===== src/rtl/mips_pkg.sv =====
// Shared MIPS constants and types: register-file geometry and named register indices.
package mips_pkg;
  localparam int DATA_W   = 32;
  localparam int ADDR_W   = 5;
  localparam int NUM_REGS = 2 ** ADDR_W;

  typedef logic [DATA_W-1:0] word_t;
  typedef logic [ADDR_W-1:0] reg_idx_t;

  localparam reg_idx_t REG_ZERO = 5'd0;
  localparam reg_idx_t REG_SP   = 5'd29;
  localparam reg_idx_t REG_RA   = 5'd31;

  function automatic logic is_zero_reg(input reg_idx_t idx);
    return idx == REG_ZERO;
  endfunction
endpackage


===== src/rtl/mips_register_file_if.sv =====
// Register-file port bundle: writeback write port plus decode-stage rs/rt read ports.
interface mips_register_file_if #(
  parameter int DATA_W = 32,
  parameter int ADDR_W = 5
);
  logic              we;
  logic [ADDR_W-1:0] waddr;
  logic [DATA_W-1:0] wdata;
  logic [ADDR_W-1:0] raddr1;
  logic [ADDR_W-1:0] raddr2;
  logic [DATA_W-1:0] rdata1;
  logic [DATA_W-1:0] rdata2;

  modport master (
    output we, waddr, wdata, raddr1, raddr2,
    input  rdata1, rdata2
  );

  modport slave (
    input  we, waddr, wdata, raddr1, raddr2,
    output rdata1, rdata2
  );
endinterface


===== src/rtl/reg32_en.sv =====
// Single register-file entry: sync active-high clear, loads i_d when i_en is high.
module reg32_en #(
  parameter int W = 32
) (
  input  logic         clk,
  input  logic         reset,
  input  logic         i_en,
  input  logic [W-1:0] i_d,
  output logic [W-1:0] o_q
);
  logic [W-1:0] r_q;

  always_ff @(posedge clk) begin
    if (reset) begin
      r_q <= '0;
    end else if (i_en) begin
      r_q <= i_d;
    end
  end

  assign o_q = r_q;
endmodule


===== src/rtl/mips_register_file.sv =====
// 32x32 MIPS register file: one synchronous write port, two combinational read ports,
// $0 hardwired to zero, optional write-first bypass on both read ports.
module mips_register_file #(
  parameter int DATA_W    = mips_pkg::DATA_W,
  parameter int ADDR_W    = mips_pkg::ADDR_W,
  parameter int WR_BYPASS = 1
) (
  input  logic                 clk,
  input  logic                 reset,
  mips_register_file_if.slave  rf
);
  import mips_pkg::*;

  localparam int   NREGS  = 2 ** ADDR_W;
  localparam logic BYP_EN = (WR_BYPASS != 0);

  logic [DATA_W-1:0] w_regs [NREGS];
  logic [NREGS-1:1]  w_wen;
  logic              w_wr_live;
  logic              w_byp1;
  logic              w_byp2;

  // $0 has no storage behind it.
  assign w_regs[0] = '0;

  genvar gi;
  generate
    for (gi = 1; gi < NREGS; gi++) begin : g_reg
      assign w_wen[gi] = rf.we & (rf.waddr == ADDR_W'(gi));

      reg32_en #(.W(DATA_W)) u_reg (
        .clk   (clk),
        .reset (reset),
        .i_en  (w_wen[gi]),
        .i_d   (rf.wdata),
        .o_q   (w_regs[gi])
      );
    end
  endgenerate

  // A write only counts for forwarding if it will actually land at the next edge.
  assign w_wr_live = rf.we & ~reset & (rf.waddr != '0);
  assign w_byp1    = BYP_EN & w_wr_live & (rf.raddr1 == rf.waddr);
  assign w_byp2    = BYP_EN & w_wr_live & (rf.raddr2 == rf.waddr);

  always_comb begin
    rf.rdata1 = '0;
    if (rf.raddr1 != '0) begin
      rf.rdata1 = w_byp1 ? rf.wdata : w_regs[rf.raddr1];
    end
  end

  always_comb begin
    rf.rdata2 = '0;
    if (rf.raddr2 != '0) begin
      rf.rdata2 = w_byp2 ? rf.wdata : w_regs[rf.raddr2];
    end
  end
endmodule

===== src/flat_wrapper.sv =====
// flat-port wrapper written by rule: the top's interface ports become plain ports
module mips_register_file_flat import mips_pkg::*;
#(
  parameter int DATA_W    = mips_pkg::DATA_W,
  parameter int ADDR_W    = mips_pkg::ADDR_W,
  parameter int WR_BYPASS = 1
)
  (clk, reset, rf_we, rf_waddr, rf_wdata, rf_raddr1, rf_raddr2, rf_rdata1, rf_rdata2);
  mips_register_file_if #(.DATA_W(DATA_W), .ADDR_W(ADDR_W)) rf_i ();
  input  logic clk;
  input  logic reset;
  input wire logic [$bits(rf_i.we)-1:0] rf_we;
  input wire logic [$bits(rf_i.waddr)-1:0] rf_waddr;
  input wire logic [$bits(rf_i.wdata)-1:0] rf_wdata;
  input wire logic [$bits(rf_i.raddr1)-1:0] rf_raddr1;
  input wire logic [$bits(rf_i.raddr2)-1:0] rf_raddr2;
  output wire logic [$bits(rf_i.rdata1)-1:0] rf_rdata1;
  output wire logic [$bits(rf_i.rdata2)-1:0] rf_rdata2;
  assign rf_i.we = rf_we;
  assign rf_i.waddr = rf_waddr;
  assign rf_i.wdata = rf_wdata;
  assign rf_i.raddr1 = rf_raddr1;
  assign rf_i.raddr2 = rf_raddr2;
  assign rf_rdata1 = rf_i.rdata1;
  assign rf_rdata2 = rf_i.rdata2;
  mips_register_file #(.DATA_W(DATA_W), .ADDR_W(ADDR_W), .WR_BYPASS(WR_BYPASS)) u_core (.clk(clk), .reset(reset), .rf(rf_i));
endmodule

===== config.mk =====
export PLATFORM = sky130hd
export DESIGN_NAME = mips_register_file_flat
export DESIGN_NICKNAME = d
export VERILOG_FILES = /design/src/rtl/mips_pkg.sv /design/src/rtl/mips_register_file_if.sv /design/src/rtl/reg32_en.sv /design/src/rtl/mips_register_file.sv /design/src/flat_wrapper.sv
export SDC_FILE = /design/constraint.sdc
export NUM_CORES = 2
export LEC_CHECK = 0
export CAP_MARGIN = 20
export CELL_PAD_IN_SITES_DETAIL_PLACEMENT = 0
export CELL_PAD_IN_SITES_GLOBAL_PLACEMENT = 1
export CORE_AREA = 2 2 347 349
export CTS_BUF_LIST = sky130_fd_sc_hd__clkbuf_2
export DETAILED_ROUTE_END_ITERATION = 16
export DIE_AREA = 0 0 349 351
export PLACE_DENSITY = 0.77
export SETUP_SLACK_MARGIN = 0.5
export SYNTH_ARGS = -nofsm -noshare
export SYNTH_HDL_FRONTEND = slang
export SYNTH_HIERARCHICAL = 1
export SYNTH_SLANG_ARGS = --single-unit

===== constraint.sdc =====
create_clock -name clk -period 3.7 [get_ports clk]
set_clock_uncertainty 0.1 [all_clocks]
set_input_delay 0.74 -clock clk [delete_from_list [all_inputs] [get_ports clk]]
set_output_delay 0.74 -clock clk [all_outputs]
set_load 0.01 [all_outputs]

==> key figures <==
Run status
  – Status: finished with violations
  – Failing checks: setup timing

Critical path
  – Crit end category: output port
  – Worst Path Arrival: about 3.4 ns
  – Critical Path RT: around 2.9 ns
  – Type of element launching the critical path: flip-flop
  – Crit path to: rf_rdata2[16]
  – Crit. Startpoint: u_core/g_reg[8].u_reg/o_q[16]
  – R2R cell count: 4
  – FF-to-FF Start: u_core/g_reg[31].u_reg/o_q[9]
  – Worst R2R Setup Slack: about 2.3 ns
  – Critical path type: reg2out
  – Reg-to-reg endpoint: u_core/g_reg[31].u_reg/o_q[9]
  – Critical path fanouts, max: 3

Synthesis
  – Mapped Nets: about 5000
  – Yosys cell types: 48
  – #FFs+latches synth: 992
  – Yosys warnings: 6
  – Sequential area share after synthesis: 37.4%
  – Post-Syn Instances: 4849
  – Syn avg cell area: 11.0 µm²
  – Fraction of registers with async set/reset: 0%
  – Cell Area, Synth: approximately 53000 µm²
  – Post-synth top flop: dfxtp_1
  – Number of flops mapped to enable cells by yosys: 0

Global route
  – Busiest grt layer: met2
  – Vias in the first global route: 42300
  – Initial antenna violation count: 3
  – Met3 Usage GRT: under 10%
  – GR Util All Layers: between 30% and 40%
  – GRT Residual Overflow: 0
  – First-pass GRT wire length: 287000 µm
  – Largest net degree at the start of global routing: about 210
  – Met1 GRT Util: 43.6%
  – Global-route met2 utilization: approximately 47%

Cells and area
  – Layout Utilization: 53.2%
  – Growth of design area from synthesis to finish: 19.2%
  – Max FFs per register: 992
  – Layout Nets: 5422
  – Layout cells sized above 1: 36.2%

Floorplanning
  – Placeable Area: 119000 µm²
  – Die Area: 122000 µm²
  – Initial core utilization: between 40 and 50%
  – Boundary Pins: around 110
  – Die H: 351 µm
  – Site row count: around 130
  – Chip width: between 300 and 400 µm

Drt
  – Vias per inst: just over 6
  – DR WL/cell: 28.1 µm
  – DRT Wirelength: approximately 200000 µm
  – DR pass1 iterations: 8
  – DR iter-0 viols: ~5700
  – Final ANT Viol Nets: 0
  – Number of remaining DRC errors: 0
  – Via count: 43900

Power
  – Peak supply drop: 236 µV
  – Leakage: between 20 and 25 nW
  – Total power: approximately 22 mW
  – PwrDens: about 340 nW/µm²

STA
  – Setup WS post-layout: -0.582 ns
  – Worst-margin pin slew: about 1.1 ns
  – Final Hold Vio Count: 0
  – Setup violators final: 64
  – Final Slew Violations: 0
  – Max Freq: 234 MHz
  – Tcrit/Tclk final: 116%
  – Slew margin rel.: about 25%
  – Unrepaired setup endpoints after global routing: true
  – Min cycle time layout: between 4 and 5 ns

Clocking
  – TritonCTS clock tree: done
  – Clk_lat worst skew: 1.49 ns
  – H-Tree Depth: 5
  – Root buf cell: clkbuf_2
  – Cts bufs inserted: about 280
  – Clk sinks: 992
  – CTS max path bufs: 4
  – CTS clk-pin slew, worst paths: approximately 0.11 ns

Place
  – IO Port Bufs: roughly 110
  – Post-DP HPWL: approximately 130000 µm
  – DP Worst Slack: -1.06 ns
  – Global placer's final weighted congestion: roughly 0.91

Job
  – Max-Cap Viols: 0

Hold path
  – HP Class: in2reg
==> metal layers <==
metal  routed length [µm]  share of wire [%]
met1                83000                 42
met4                 9030                4.5
met5                   12             0.0060
met3                20800                 10
met2                86500                 43
==> worst max-delay path: stages, from the launching register on <==
cell and delay (ns):
dfxtp_1 0.34, mux4_2 0.53, nor2b_4 0.17, nor3_4 0.05
a221oi_2 0.27, a31oi_4 0.23, buf_6 0.18, buf_6 0.11
==> report_power, final <==
group	internal [mW]	switching [mW]	total [mW]	leakage, nW
clock	3.12	4.76	7.87	1.81
combinational	1.15	1.73	2.88	12.5
sequential	10.7	0.0607	10.8	8.08
==> final cells by class <==
| cell class | count | area, µm² |
|---|---|---|
| Tap cell | 1548 | 1940 |
| Multi-Input combinational cell | 3414 | 31700 |
| Fill cell | 10400 | 55700 |
| Sequential cell | 992 | 20100 |
| Antenna cell | 3 | 7.51 |
| Inverter | 2 | 7.51 |
| Timing Repair Buffer | 680 | 7280 |
| Clock inverter | 57 | 323 |
| Clock buffer | 398 | 1990 |
==> cells in the final DEF (no fill, tap or decap), drive strengths merged, types with 6 or more instances in the layout <==
cell type,n
nand2b,8
a211oi,51
a21oi,43
nor2b,60
a31oi,34
inv,6
xor2,6
buf,619
nor3,38
clkdlybuf4s50,40
nand3b,6
mux2,115
o22ai,40
mux2i,1119
o2111ai,25
mux4,357
dlygate4sd3,21
a22o,29
dfxtp,992
a22oi,72
a221oi,101
o21ai,78
nor2,1064
nand3,27
clkinv,49
nand2,106
clkbuf,398
==> synthesized netlist by cell type (40+ instances only) <==
cell         n  share of area (%)
a211oi_1    51               0.72
nand2_1    106               0.75
a221oi_1    83                1.4
mux4_2     357                 15
a22oi_1     72                1.0
mux2_2     115                2.4
dfxtp_1    992                 37
o21ai_0     69               0.65
mux2i_1   1119                 21
a21oi_1     43               0.41
nor2b_1     60               0.71
o22ai_1     40               0.47
buf_12      93                3.5
buf_2       77               0.73
clkbuf_1   178                1.3
nor2_1    1064                7.5
buf_6       46               0.98
==> cell families (layout without fill, tap and decap cells) <==
logic type | after synthesis | after routing | synth area share (%)
other | 0 | 3 | 0
xor gates and xnor gates | 10 | 10 | 0.165
buffers and inverters | 443 | 1137 | 7.03
muxes | 1591 | 1591 | 38.7
AOI/OAI and AO/OA | 481 | 481 | 6.66
and+or+nand+nor | 1332 | 1332 | 10.1
DFF | 992 | 992 | 37.4
==> through the flow <==
| stage | instance area [µm²] | instances | hold WS, ns | setup TNS [ns] |
|---|---|---|---|---|
| after CTS | 62600 | 7082 | 0.0291 | -29.62 |
| after floorplan | 53100 | 4849 | 0.370 | 0 |
| after global placement | 58500 | 6591 | 0.384 | -32.03 |
| final | 63300 | 7094 | 0.241 | -18.89 |
| after detailed placement | 58500 | 6591 | 0.398 | -32.58 |
| after global routing | 63300 | 7093 | 0.111 | -28.51 |
==> worst min path at each step <==
| stage | startpoint | to | slack (ns) | cells after the start |
|---|---|---|---|---|
| 2_1_floorplan | u_core/g_reg[17].u_reg/o_q[29] | u_core/g_reg[17].u_reg/o_q[29] | 0.37 | 2 |
| 3_3_place_gp | u_core/g_reg[26].u_reg/o_q[23] | u_core/g_reg[26].u_reg/o_q[23] | 0.38 | 2 |
| 3_5_place_dp | u_core/g_reg[30].u_reg/o_q[11] | u_core/g_reg[30].u_reg/o_q[11] | 0.40 | 2 |
| 4_1_cts | rf_wdata[31] | u_core/g_reg[31].u_reg/o_q[31] | 0.03 | 4 |
| 5_1_grt | rf_wdata[13] | u_core/g_reg[8].u_reg/o_q[13] | 0.11 | 4 |
| 6_report | reset | u_core/g_reg[9].u_reg/o_q[7] | 0.24 | 4 |
==> repair_timing <==
item / 4_1_cts / 5_1_grt
setup buffers: 14 / 9
hold endpoints to repair: 498 / 0
hold buffers: 22 / 0
setup endpoints to repair: 64 / 64
pin swaps: 144 / 72
resized for setup: 702 / 141
(Power assumes the default switching activity.)
